### src/rtl/extremum_window_controller_if.sv
// Streaming sample bus shared by the measured input and the pass-through output.
interface extremum_window_controller_if #(
  parameter int W = 32
) ();
  logic         tvalid;
  logic [W-1:0] tdata;
  logic         tready;

  modport master (output tvalid, output tdata);
  modport slave  (input tvalid, input tdata, output tready);
endinterface

### src/rtl/extremum_window_controller.sv
// Windowed signed min/max tracker that derives a range shift from the peak and
// publishes shifted thresholds; the sample stream passes straight through.
//
// state   | meaning
// IDLE    | waiting for start pulse or continuous mode
// MEASURE | accepting samples, tracking run_min/run_max
// EVAL    | computing shift from peak width; results register on exit
// UPDATE  | done pulse with fresh results; re-arm or return to IDLE
module extremum_window_controller #(
  parameter int AXIS_TDATA_WIDTH = 32,
  parameter int MAX_LOG_COUNT    = 20
) (
  input  logic                              SYS_aclk_i,
  input  logic                              SYS_aresetn_i,
  input  logic                              CTRL_start_i,
  input  logic                              CTRL_continuous_i,
  input  logic [4:0]                        CTRL_log_count_i,
  input  logic [5:0]                        CTRL_target_bits_i,
  output logic                              CTRL_busy_o,
  output logic                              CTRL_done_o,
  output logic [31:0]                       CTRL_window_count_o,
  output logic [5:0]                        EF_log_shift_o,
  output logic [AXIS_TDATA_WIDTH-1:0]       EF_upper_treshold_o,
  output logic [AXIS_TDATA_WIDTH-1:0]       EF_lower_treshold_o,
  extremum_window_controller_if.slave       S_AXIS,
  extremum_window_controller_if.master      M_AXIS
);
  localparam int W  = AXIS_TDATA_WIDTH;
  localparam int NW = $clog2(W + 1);
  localparam logic [W-1:0] MOST_POS = {1'b0, {(W-1){1'b1}}};
  localparam logic [W-1:0] MOST_NEG = {1'b1, {(W-1){1'b0}}};

  typedef enum logic [1:0] {IDLE, MEASURE, EVAL, UPDATE} state_t;

  state_t        state_q, state_d;
  logic [4:0]    log_q, log_d;
  logic [5:0]    tgt_q, tgt_d;
  logic [31:0]   cnt_q, cnt_d;
  logic [W-1:0]  min_q, min_d, max_q, max_d;
  logic [5:0]    shift_q, shift_d;
  logic [W-1:0]  upper_q, upper_d, lower_q, lower_d;
  logic [31:0]   wcnt_q, wcnt_d;
  logic          arm;
  logic [NW-1:0] n_min, n_max, n_peak;
  logic [7:0]    n8, t8;
  logic [5:0]    shift_calc;
  logic [31:0]   win_len;

  // Minimal signed width: one past the highest bit differing from the sign bit.
  function automatic logic [NW-1:0] min_width(input logic [W-1:0] v);
    logic [NW-1:0] n;
    n = NW'(1);
    for (int i = 0; i < W - 1; i++) begin
      if (v[i] != v[W-1]) n = NW'(i + 2);
    end
    return n;
  endfunction

  assign n_min      = min_width(min_q);
  assign n_max      = min_width(max_q);
  assign n_peak     = (n_min > n_max) ? n_min : n_max;
  assign n8         = 8'(n_peak);
  assign t8         = 8'(tgt_q);
  assign shift_calc = (n8 > t8) ? 6'(n8 - t8) : 6'd0;
  assign win_len    = 32'd1 << log_q;

  always_comb begin
    state_d = state_q;
    log_d   = log_q;
    tgt_d   = tgt_q;
    cnt_d   = cnt_q;
    min_d   = min_q;
    max_d   = max_q;
    shift_d = shift_q;
    upper_d = upper_q;
    lower_d = lower_q;
    wcnt_d  = wcnt_q;
    arm     = 1'b0;
    case (state_q)
      IDLE: arm = CTRL_start_i || CTRL_continuous_i;
      MEASURE: begin
        if (S_AXIS.tvalid) begin
          if ($signed(S_AXIS.tdata) < $signed(min_q)) min_d = S_AXIS.tdata;
          if ($signed(S_AXIS.tdata) > $signed(max_q)) max_d = S_AXIS.tdata;
          cnt_d = cnt_q + 32'd1;
          if (cnt_q + 32'd1 == win_len) state_d = EVAL;
        end
      end
      EVAL: begin
        // Results register on leaving EVAL so they appear together with done.
        state_d = UPDATE;
        shift_d = shift_calc;
        upper_d = $signed(max_q) >>> shift_calc;
        lower_d = $signed(min_q) >>> shift_calc;
        wcnt_d  = wcnt_q + 32'd1;
      end
      UPDATE: begin
        if (CTRL_continuous_i) arm = 1'b1;
        else                   state_d = IDLE;
      end
      default: state_d = IDLE;
    endcase
    if (arm) begin
      state_d = MEASURE;
      log_d   = (int'(CTRL_log_count_i) > MAX_LOG_COUNT) ? 5'(MAX_LOG_COUNT) : CTRL_log_count_i;
      if (CTRL_target_bits_i == 6'd0)          tgt_d = 6'd1;
      else if (int'(CTRL_target_bits_i) > W)   tgt_d = 6'(W);
      else                                     tgt_d = CTRL_target_bits_i;
      cnt_d   = 32'd0;
      min_d   = MOST_POS;
      max_d   = MOST_NEG;
    end
  end

  always_ff @(posedge SYS_aclk_i) begin
    if (!SYS_aresetn_i) begin
      state_q <= IDLE;
      log_q   <= 5'd0;
      tgt_q   <= 6'd1;
      cnt_q   <= 32'd0;
      min_q   <= MOST_POS;
      max_q   <= MOST_NEG;
      shift_q <= 6'd0;
      upper_q <= MOST_NEG;
      lower_q <= MOST_POS;
      wcnt_q  <= 32'd0;
    end else begin
      state_q <= state_d;
      log_q   <= log_d;
      tgt_q   <= tgt_d;
      cnt_q   <= cnt_d;
      min_q   <= min_d;
      max_q   <= max_d;
      shift_q <= shift_d;
      upper_q <= upper_d;
      lower_q <= lower_d;
      wcnt_q  <= wcnt_d;
    end
  end

  assign CTRL_busy_o         = (state_q != IDLE);
  assign CTRL_done_o         = (state_q == UPDATE);
  assign CTRL_window_count_o = wcnt_q;
  assign EF_log_shift_o      = shift_q;
  assign EF_upper_treshold_o = upper_q;
  assign EF_lower_treshold_o = lower_q;

  assign S_AXIS.tready = 1'b1;
  assign M_AXIS.tvalid = S_AXIS.tvalid;
  assign M_AXIS.tdata  = S_AXIS.tdata;
endmodule

### src/flat_wrapper.sv
// flat-port wrapper written by rule: the top's interface ports become plain ports
module extremum_window_controller_flat 
#(
  parameter int AXIS_TDATA_WIDTH = 32,
  parameter int MAX_LOG_COUNT    = 20
)
  (SYS_aclk_i, SYS_aresetn_i, CTRL_start_i, CTRL_continuous_i, CTRL_log_count_i, CTRL_target_bits_i, CTRL_busy_o, CTRL_done_o, CTRL_window_count_o, EF_log_shift_o, EF_upper_treshold_o, EF_lower_treshold_o, S_AXIS_tvalid, S_AXIS_tdata, S_AXIS_tready, M_AXIS_tvalid, M_AXIS_tdata);
  extremum_window_controller_if #(.W(32)) S_AXIS_i ();
  extremum_window_controller_if #(.W(32)) M_AXIS_i ();
  input  logic SYS_aclk_i;
  input  logic SYS_aresetn_i;
  input  logic CTRL_start_i;
  input  logic CTRL_continuous_i;
  input  logic [4:0] CTRL_log_count_i;
  input  logic [5:0] CTRL_target_bits_i;
  output logic CTRL_busy_o;
  output logic CTRL_done_o;
  output logic [31:0] CTRL_window_count_o;
  output logic [5:0] EF_log_shift_o;
  output logic [AXIS_TDATA_WIDTH-1:0] EF_upper_treshold_o;
  output logic [AXIS_TDATA_WIDTH-1:0] EF_lower_treshold_o;
  input wire logic [$bits(S_AXIS_i.tvalid)-1:0] S_AXIS_tvalid;
  input wire logic [$bits(S_AXIS_i.tdata)-1:0] S_AXIS_tdata;
  output wire logic [$bits(S_AXIS_i.tready)-1:0] S_AXIS_tready;
  output wire logic [$bits(M_AXIS_i.tvalid)-1:0] M_AXIS_tvalid;
  output wire logic [$bits(M_AXIS_i.tdata)-1:0] M_AXIS_tdata;
  assign S_AXIS_i.tvalid = S_AXIS_tvalid;
  assign S_AXIS_i.tdata = S_AXIS_tdata;
  assign S_AXIS_tready = S_AXIS_i.tready;
  assign M_AXIS_tvalid = M_AXIS_i.tvalid;
  assign M_AXIS_tdata = M_AXIS_i.tdata;
  extremum_window_controller #(.AXIS_TDATA_WIDTH(AXIS_TDATA_WIDTH), .MAX_LOG_COUNT(MAX_LOG_COUNT)) u_core (.SYS_aclk_i(SYS_aclk_i), .SYS_aresetn_i(SYS_aresetn_i), .CTRL_start_i(CTRL_start_i), .CTRL_continuous_i(CTRL_continuous_i), .CTRL_log_count_i(CTRL_log_count_i), .CTRL_target_bits_i(CTRL_target_bits_i), .CTRL_busy_o(CTRL_busy_o), .CTRL_done_o(CTRL_done_o), .CTRL_window_count_o(CTRL_window_count_o), .EF_log_shift_o(EF_log_shift_o), .EF_upper_treshold_o(EF_upper_treshold_o), .EF_lower_treshold_o(EF_lower_treshold_o), .S_AXIS(S_AXIS_i), .M_AXIS(M_AXIS_i));
endmodule
### config.mk
export PLATFORM = sky130hd
export DESIGN_NAME = extremum_window_controller_flat
export DESIGN_NICKNAME = d
export VERILOG_FILES = /design/src/rtl/extremum_window_controller_if.sv /design/src/rtl/extremum_window_controller.sv /design/src/flat_wrapper.sv
export SDC_FILE = /design/constraint.sdc
export NUM_CORES = 1
export LEC_CHECK = 0
export ABC_CLOCK_PERIOD_IN_PS = 14400
export CORE_ASPECT_RATIO = 0.9
export CORE_UTILIZATION = 60
export DETAILED_ROUTE_END_ITERATION = 8
export HOLD_SLACK_MARGIN = 0.05
export PLACE_DENSITY = 0.84
export SKIP_CTS_REPAIR_TIMING = 1
export SLEW_MARGIN = 10
export SYNTH_ARGS = -nofsm -noshare
export SYNTH_HDL_FRONTEND = slang
export SYNTH_SLANG_ARGS = --single-unit
### constraint.sdc
create_clock -name SYS_aclk_i -period 14.4 [get_ports SYS_aclk_i]
set_input_delay 2.88 -clock SYS_aclk_i [delete_from_list [all_inputs] [get_ports SYS_aclk_i]]
set_output_delay 2.88 -clock SYS_aclk_i [all_outputs]
set_load 0.01 [all_outputs]
Word level (Yosys, flattened, before mapping)
Index checks and enable logic that the tools add are counted.

operators by class
  $add $sub $neg = 3
  magnitude comparators = 6
  equal/unequal tests = 72
  shift operators = 3
  multiplexer cells = 74
  bitwise operators = 1
  reductions and logical operators = 12

operators by type and width
  operator                                                number
  2-to-1 mux 5 bit                                        33
  adder 32 x 1 -> 32 bit (second input constant)          2
  2-to-1 mux 4 bit                                        16
  >>> shifter 32 x 6 -> 32 bit                            2
  inequality test 1 bit                                   62
  2-to-1 mux 6 bit                                        6
  equality test 32 bit                                    1
  > comparator 32 bit                                     1
  less-than comparator 32 bit                             1
  << shifter 1 x 5 -> 32 bit (first input constant)       1
  2-to-1 mux 3 bit                                        8
  2-to-1 mux 2 bit                                        7
  > comparator 6 bit                                      2
  AND reduction 4 bit                                     2
  > comparator 6 bit (second input constant)              1
  logical NOT 6 bit                                       1
  inequality test 3 x 2 -> 1 bit (second input constant)  2
  case mux 2 bit (3 select lines)                         1
  AND reduction 3 bit                                     2
  subtractor 6 bit                                        1
  > comparator 5 bit (second input constant)              1
  equality test 2 bit (second input constant)             2
  inequality test 2 bit (second input constant)           2
  nonzero test 4 bit                                      1
  other kinds (12)                                        13

word-level totals
  register bits = 211
  bits of input ports = 48
  output and inout port bits = 138

Depth between registers and ports, before layout
  depth in word-level cells = 37
  depth in mapped cells = 34
  depth with buffers taken out = 30

Worst setup path after synthesis
Ideal clock, no wire load.

  kind = reg2reg
  start = register u_core.max_q[4]
  end = register u_core.upper_q[17], in the netlist u_core.EF_upper_treshold_o[17]
  arrival = 6.203 ns
  required time = 14.278 ns
  slack = 8.076 ns
  stages on the path, launching flop included = 29
  period minus slack after synthesis = 6.324 ns
  cell sequence = dfxtp_1 -> clkbuf_1 -> or3_1 -> o22ai_1 -> o41ai_1 -> a32oi_1 -> o22ai_1 -> a22oi_1 -> nor2_1 -> o21ai_0 -> ha_1 -> nor2b_1 -> o21a_1 -> o21a_1 -> o21a_1 -> o21a_1 -> o22ai_1 -> clkbuf_1 -> mux2_2 -> fa_1 -> nor2b_1 -> o21a_1 -> o21a_1 -> o21ai_0 -> nor3_1 -> clkbuf_1 -> buf_1 -> a21oi_1 -> a221o_1

on the way
  cells in the longest elaborated chain, start to end = 33
  elaborated cells on any way between the ends = 34
  those cells by class = add/sub (1); order compare (2); eq/ne (1); shift (1); mux (29)

RTL lines
  item                                                    RTL line                           RTL
  start, declared                                         extremum_window_controller.sv:39   logic [W-1:0] min_q, min_d, max_q, max_d;
  start signal, assigned                                  extremum_window_controller.sv:133  max_q <= max_d;
  inequality test 1 bit                                   extremum_window_controller.sv:54   if (v[i] != v[W-1]) n = NW'(i + 2);
  2-to-1 mux 3 bit (2 in a row)                           extremum_window_controller.sv:54
  2-to-1 mux 4 bit (8 in a row)                           extremum_window_controller.sv:54
  2-to-1 mux 5 bit (16 in a row)                          extremum_window_controller.sv:54
  2-to-1 mux 6 bit                                        extremum_window_controller.sv:54
  > comparator 6 bit                                      extremum_window_controller.sv:61   assign n_peak = (n_min > n_max) ? n_min : n_max;
  2-to-1 mux 6 bit                                        extremum_window_controller.sv:61
  subtractor 6 bit or > comparator 6 bit (tied branches)  extremum_window_controller.sv:64   assign shift_calc = (n8 > t8) ? 6'(n8 - t8) : 6'd0;
  2-to-1 mux 6 bit                                        extremum_window_controller.sv:64
  >>> shifter 32 x 6 -> 32 bit (*)                        extremum_window_controller.sv:93   upper_d = $signed(max_q) >>> shift_calc;
  end signal, assigned                                    extremum_window_controller.sv:135  upper_q <= upper_d;
  end, declared                                           extremum_window_controller.sv:41   logic [W-1:0] upper_q, upper_d, lower_q, lower_d;

Mark *: on every way between the ends. The rest lies on a longest branch, timed or not.
A chain may end at the register's enable or synchronous reset.

Worst setup path after layout
  start = register u_core.min_q[31]
  end = register u_core.lower_q[26], in the netlist u_core.EF_lower_treshold_o[26]

on the way
  cells in the longest elaborated chain, start to end = 37
  elaborated cells on any way between the ends = 68
  those cells by class = add/sub (1); order compare (2); eq/ne (31); shift (1); mux (33)

RTL lines
  item                                                    RTL line                           RTL
  start, declared                                         extremum_window_controller.sv:39
  start signal, assigned                                  extremum_window_controller.sv:132  min_q <= min_d;
  inequality test 1 bit                                   extremum_window_controller.sv:54
  2-to-1 mux 2 bit (2 in a row)                           extremum_window_controller.sv:54
  2-to-1 mux 3 bit (4 in a row)                           extremum_window_controller.sv:54
  2-to-1 mux 4 bit (8 in a row)                           extremum_window_controller.sv:54
  2-to-1 mux 5 bit (16 in a row)                          extremum_window_controller.sv:54
  2-to-1 mux 6 bit                                        extremum_window_controller.sv:54
  > comparator 6 bit                                      extremum_window_controller.sv:61
  2-to-1 mux 6 bit                                        extremum_window_controller.sv:61
  subtractor 6 bit or > comparator 6 bit (tied branches)  extremum_window_controller.sv:64
  2-to-1 mux 6 bit                                        extremum_window_controller.sv:64
  >>> shifter 32 x 6 -> 32 bit (*)                        extremum_window_controller.sv:94   lower_d = $signed(min_q) >>> shift_calc;
  end signal, assigned                                    extremum_window_controller.sv:136  lower_q <= lower_d;
  end, declared                                           extremum_window_controller.sv:41

Marks and branches as above.

==> results by group <==
Logic synthesis
  – Top cell type's share of synthesized area: 0.245
  – Synth Area in Adders: 0.0606
  – Top cells by area, synth: dfxtp_1 (24%), mux2i_1 (7.0%), ha_1 (5.9%)
  – Synth Warn #: 0
  – Ys async rst share: 0
  – Synth Instances: 2327
  – Synthesized net count: 2458
  – XOR/XNOR share of the synthesized area: 0.0460
  – Syn Area/Cell: 7.42 sq um
  – Number of enable flip-flop cells after synthesis: 0
  – Yosys reg bits: 211
  – Multiplexer share of the synthesized area: 0.0813
  – Post-Syn Area: 0.0173 sq mm
  – Post-synthesis sequential area ratio: 0.245
  – Main synth FF type: dfxtp_1
  – Simple-gate share of the synthesized area: 0.233
  – Complex-gate fraction of the synthesized area: 0.256
  – Most frequent cell after synthesis: nor2_1
  – Largest family of logic cells by synthesized area: compound AO/OA/AOI/OAI gates
  – Cell variety after synth: 94
  – Commonest cells in the netlist: nor2_1 (260), dfxtp_1 (211), a21oi_1 (179)
  – Synth area leader: dfxtp_1

Detailed routing
  – Routed met1 length: 24400 microns
  – Length of routed met3 wiring: 5410 microns
  – Via count: 18700
  – Top sig layer: met4
  – Via density: 6.89
  – DR WL/cell: 22.1 microns
  – Drt pass-1 iters: 9
  – DR iter-0 viols: 2467
  – DRT Wirelength: 59900 microns
  – Routed length on met2: 27500 microns
  – DRC Markers: 6
  – Post-DRT Antenna Nets: 0

CTS
  – TritonCTS buffer count: 23
  – Worst-path clk slew: 0.07 ns
  – Root buf cell: clkbuf_16
  – Clk sinks: 211
  – Bufs on Longest Clock Path: 3
  – CTS tree: done
  – Clock latency on the worst-skew pair: 0.53 ns
  – Clock H-tree levels: 1

Layout
  – Cell area after layout: 0.0196 sq mm
  – Area grow syn2layout: 13.3%
  – # fillers: 2390
  – Share of layout cells above drive strength 1: 0.0552
  – Final net count: 2470
  – ANT cells: 0

Worst hold path
  – HP Start: u_core.EF_upper_treshold_o[29]$_SDFFE_PN0P_
  – Hold-critical path depth: 2
  – Worst Hold Path EP: u_core.EF_upper_treshold_o[29]$_SDFFE_PN0P_
  – Hold crit path type: flop to flop

Placed design
  – PortBufs: 184
  – Placer congestion estimate: 1.04
  – Area post-placement: 0.0188 sq mm
  – HPWL after detailed placement: 44200 microns

Floorplan
  – Die Area: 0.0295 sq mm
  – Die H: 163 microns
  – Row count: 58
  – Starting Density: 0.615
  – Ports: 186
  – Die Wd: 181 microns
  – Total core area: 0.0281 sq mm

Setup path
  – Crit Path Category: flop to flop
  – Worst path required time: 14.88 ns
  – Reg2reg start: u_core.min_q[31]$_SDFFE_PP0P_
  – CP max-delay cell: a21oi_1
  – Most used cell, CP: o21a_1
  – Max incr delay on CP: 0.81 ns
  – Type of origin of the critical path: flop
  – Reg2Reg Depth: 30
  – Setup crit end kind: flop
  – CP max FO: 50
  – Reg-to-Reg End: u_core.EF_lower_treshold_o[26]$_SDFFE_PN1P_
  – R2R setup slack: 5.75 ns
  – CP arrival: 9.12 ns

STA
  – Final Setup Violations: 0
  – Slew Viols, Final: 0
  – Clock skew: 0.0148 ns
  – Final Hold Viols: 0
  – RSZ-0062 raised after global routing: no
  – FMAX: 116 MHz
  – Final worst path period need: 8.65 ns
  – Slew HR: 0.186
  – Final period utilization: 0.600
  – Setup TNS: 0 ns
  – Least-Margin Pin Slew: 1.22 ns

Pwr
  – Reg power frac: 0.161
  – Clk pwr share: 0.130
  – Power per cell area: 248 mW/mm^2
  – Maximum VDD drop: 0.000264 V
  – Leak pwr: 7.39 nW
  – Combinational share of power: 0.709
  – Psw: 2.63 mW
  – Internal: 2.22 mW
  – Switch share: 0.542

Run
  – Max-cap violations: 0

GRT
  – Tot GR Track Use: 0.393
  – Number of global-route vias before repair: 17200
  – Largest net degree at the start of global routing: 111
  – Congestion Overflow GR: 0
  – Initial antenna violation count: 0
  – First-pass GRT wire length: 93400 microns

Outcome
  – Failing checks: design-rule violations
  – Status: finished, violations left
[layout make-up]
cell class,instances,area [sq um],share of cell area
timing repair buffer,209,2030,0.104
clock inverter,10,135,0.00691
clock buffer,32,659,0.0337
sequential,211,4220,0.216
multi-input combinational,1808,11700,0.600
inverter,86,323,0.0165
tap,360,450,0.0230
[worst max-delay path, delay by kind of cell, from the launching register on]
kind / cells / cell delay [ns]
flip-flops: 1 / 0.31
buffers and inverters: 2 / 0.95
AND/OR/NAND/NOR: 4 / 1.09
AO/OA/AOI/OAI: 21 / 5.33
adder cells (fa/ha/maj): 3 / 0.93
[cell usage in the layout, fill, tap and decap left out, drive strengths merged, types with 12 or more instances in the layout]
cell / synthesis / layout
a22oi: 16 / 16
buf: 77 / 25
o211ai: 57 / 57
xor2: 55 / 55
a31oi: 31 / 31
clkbuf: 145 / 32
a211oi: 33 / 33
dfxtp: 211 / 211
o31ai: 42 / 42
o22ai: 13 / 13
nor3: 69 / 69
nand4: 68 / 68
a21boi: 13 / 13
mux2: 15 / 15
inv: 83 / 85
nor4: 22 / 22
o221ai: 12 / 12
nand3: 135 / 135
mux2i: 121 / 121
ha: 82 / 82
o21a: 16 / 16
or3: 23 / 23
a211o: 15 / 15
nand2: 145 / 145
o21ai: 139 / 139
a21o: 31 / 31
xnor2: 33 / 33
nand2b: 19 / 19
nor2: 262 / 262
a21oi: 179 / 179
clkdlybuf4s50: 0 / 184
and3: 12 / 12
[logic make-up after synthesis]
kind of cell    after synthesis
mux                         137
xor+xnor                     89
buf+inv                     308
compound gates              678
other cells                   1
simple gates                820
fa+ha+maj                    83
flops                       211
[state kept, by name, summed over array words and instances, names as in the netlist]
name                        count
u_core.log_q                    5
u_core.tgt_q                    6
u_core.EF_lower_treshold_o     32
u_core.CTRL_window_count_o     32
u_core.EF_upper_treshold_o     32
u_core.EF_log_shift_o           6
u_core.max_q                   32
u_core.state_q                  2
u_core.cnt_q                   32
u_core.min_q                   32
[per-layer routing]
| metal | up-vias | GRT usage |
|---|---|---|
| met3 | 212 | 0.0619 |
| met5 | - | 0 |
| met4 | 0 | 0.158 |
| met2 | 1057 | 0.655 |
| met1 | 8867 | 0.508 |
| li1 | 8570 | - |
[worst max-delay path by stage]
stage,startpoint,cells past startpoint,slack (ns),endpoint
2_1_floorplan,u_core.max_q[4]$_SDFFE_PP0P_,28,8.08,u_core.EF_upper_treshold_o[17]$_SDFFE_PN0P_
3_3_place_gp,u_core.min_q[31]$_SDFFE_PP0P_,30,6.30,u_core.EF_lower_treshold_o[26]$_SDFFE_PN1P_
3_5_place_dp,u_core.min_q[31]$_SDFFE_PP0P_,30,6.05,u_core.EF_lower_treshold_o[26]$_SDFFE_PN1P_
4_1_cts,u_core.min_q[31]$_SDFFE_PP0P_,30,5.98,u_core.EF_lower_treshold_o[26]$_SDFFE_PN1P_
5_1_grt,u_core.min_q[31]$_SDFFE_PP0P_,30,5.26,u_core.EF_lower_treshold_o[26]$_SDFFE_PN1P_
6_report,u_core.min_q[31]$_SDFFE_PP0P_,30,5.75,u_core.EF_lower_treshold_o[26]$_SDFFE_PN1P_
[through the flow]
step	util	total power, mW	setup slack [ns]	hold WS, ns	cells
6_report	0.696	4.85	5.75	0.468	2716
5_1_grt	0.696	5.11	5.26	0.484	2716
4_1_cts	0.696	4.74	5.98	0.465	2716
3_5_place_dp	0.668	4.09	6.05	0.445	2674
3_3_place_gp	0.668	4.04	6.30	0.435	2674
2_1_floorplan	-	3.18	8.08	0.457	2327
[power by group through the flow]
| stage | registers [mW] | logic (mW) | clock network (mW) |
|---|---|---|---|
| after floorplan | 0.775 | 2.40 | 0 |
| after global routing | 0.789 | 3.67 | 0.659 |
| after global placement | 0.786 | 3.26 | 0 |
| final | 0.781 | 3.44 | 0.632 |
| after detailed placement | 0.788 | 3.30 | 0 |
| after CTS | 0.776 | 3.33 | 0.637 |
No activity file was read; power rests on OpenSTA's default activity.
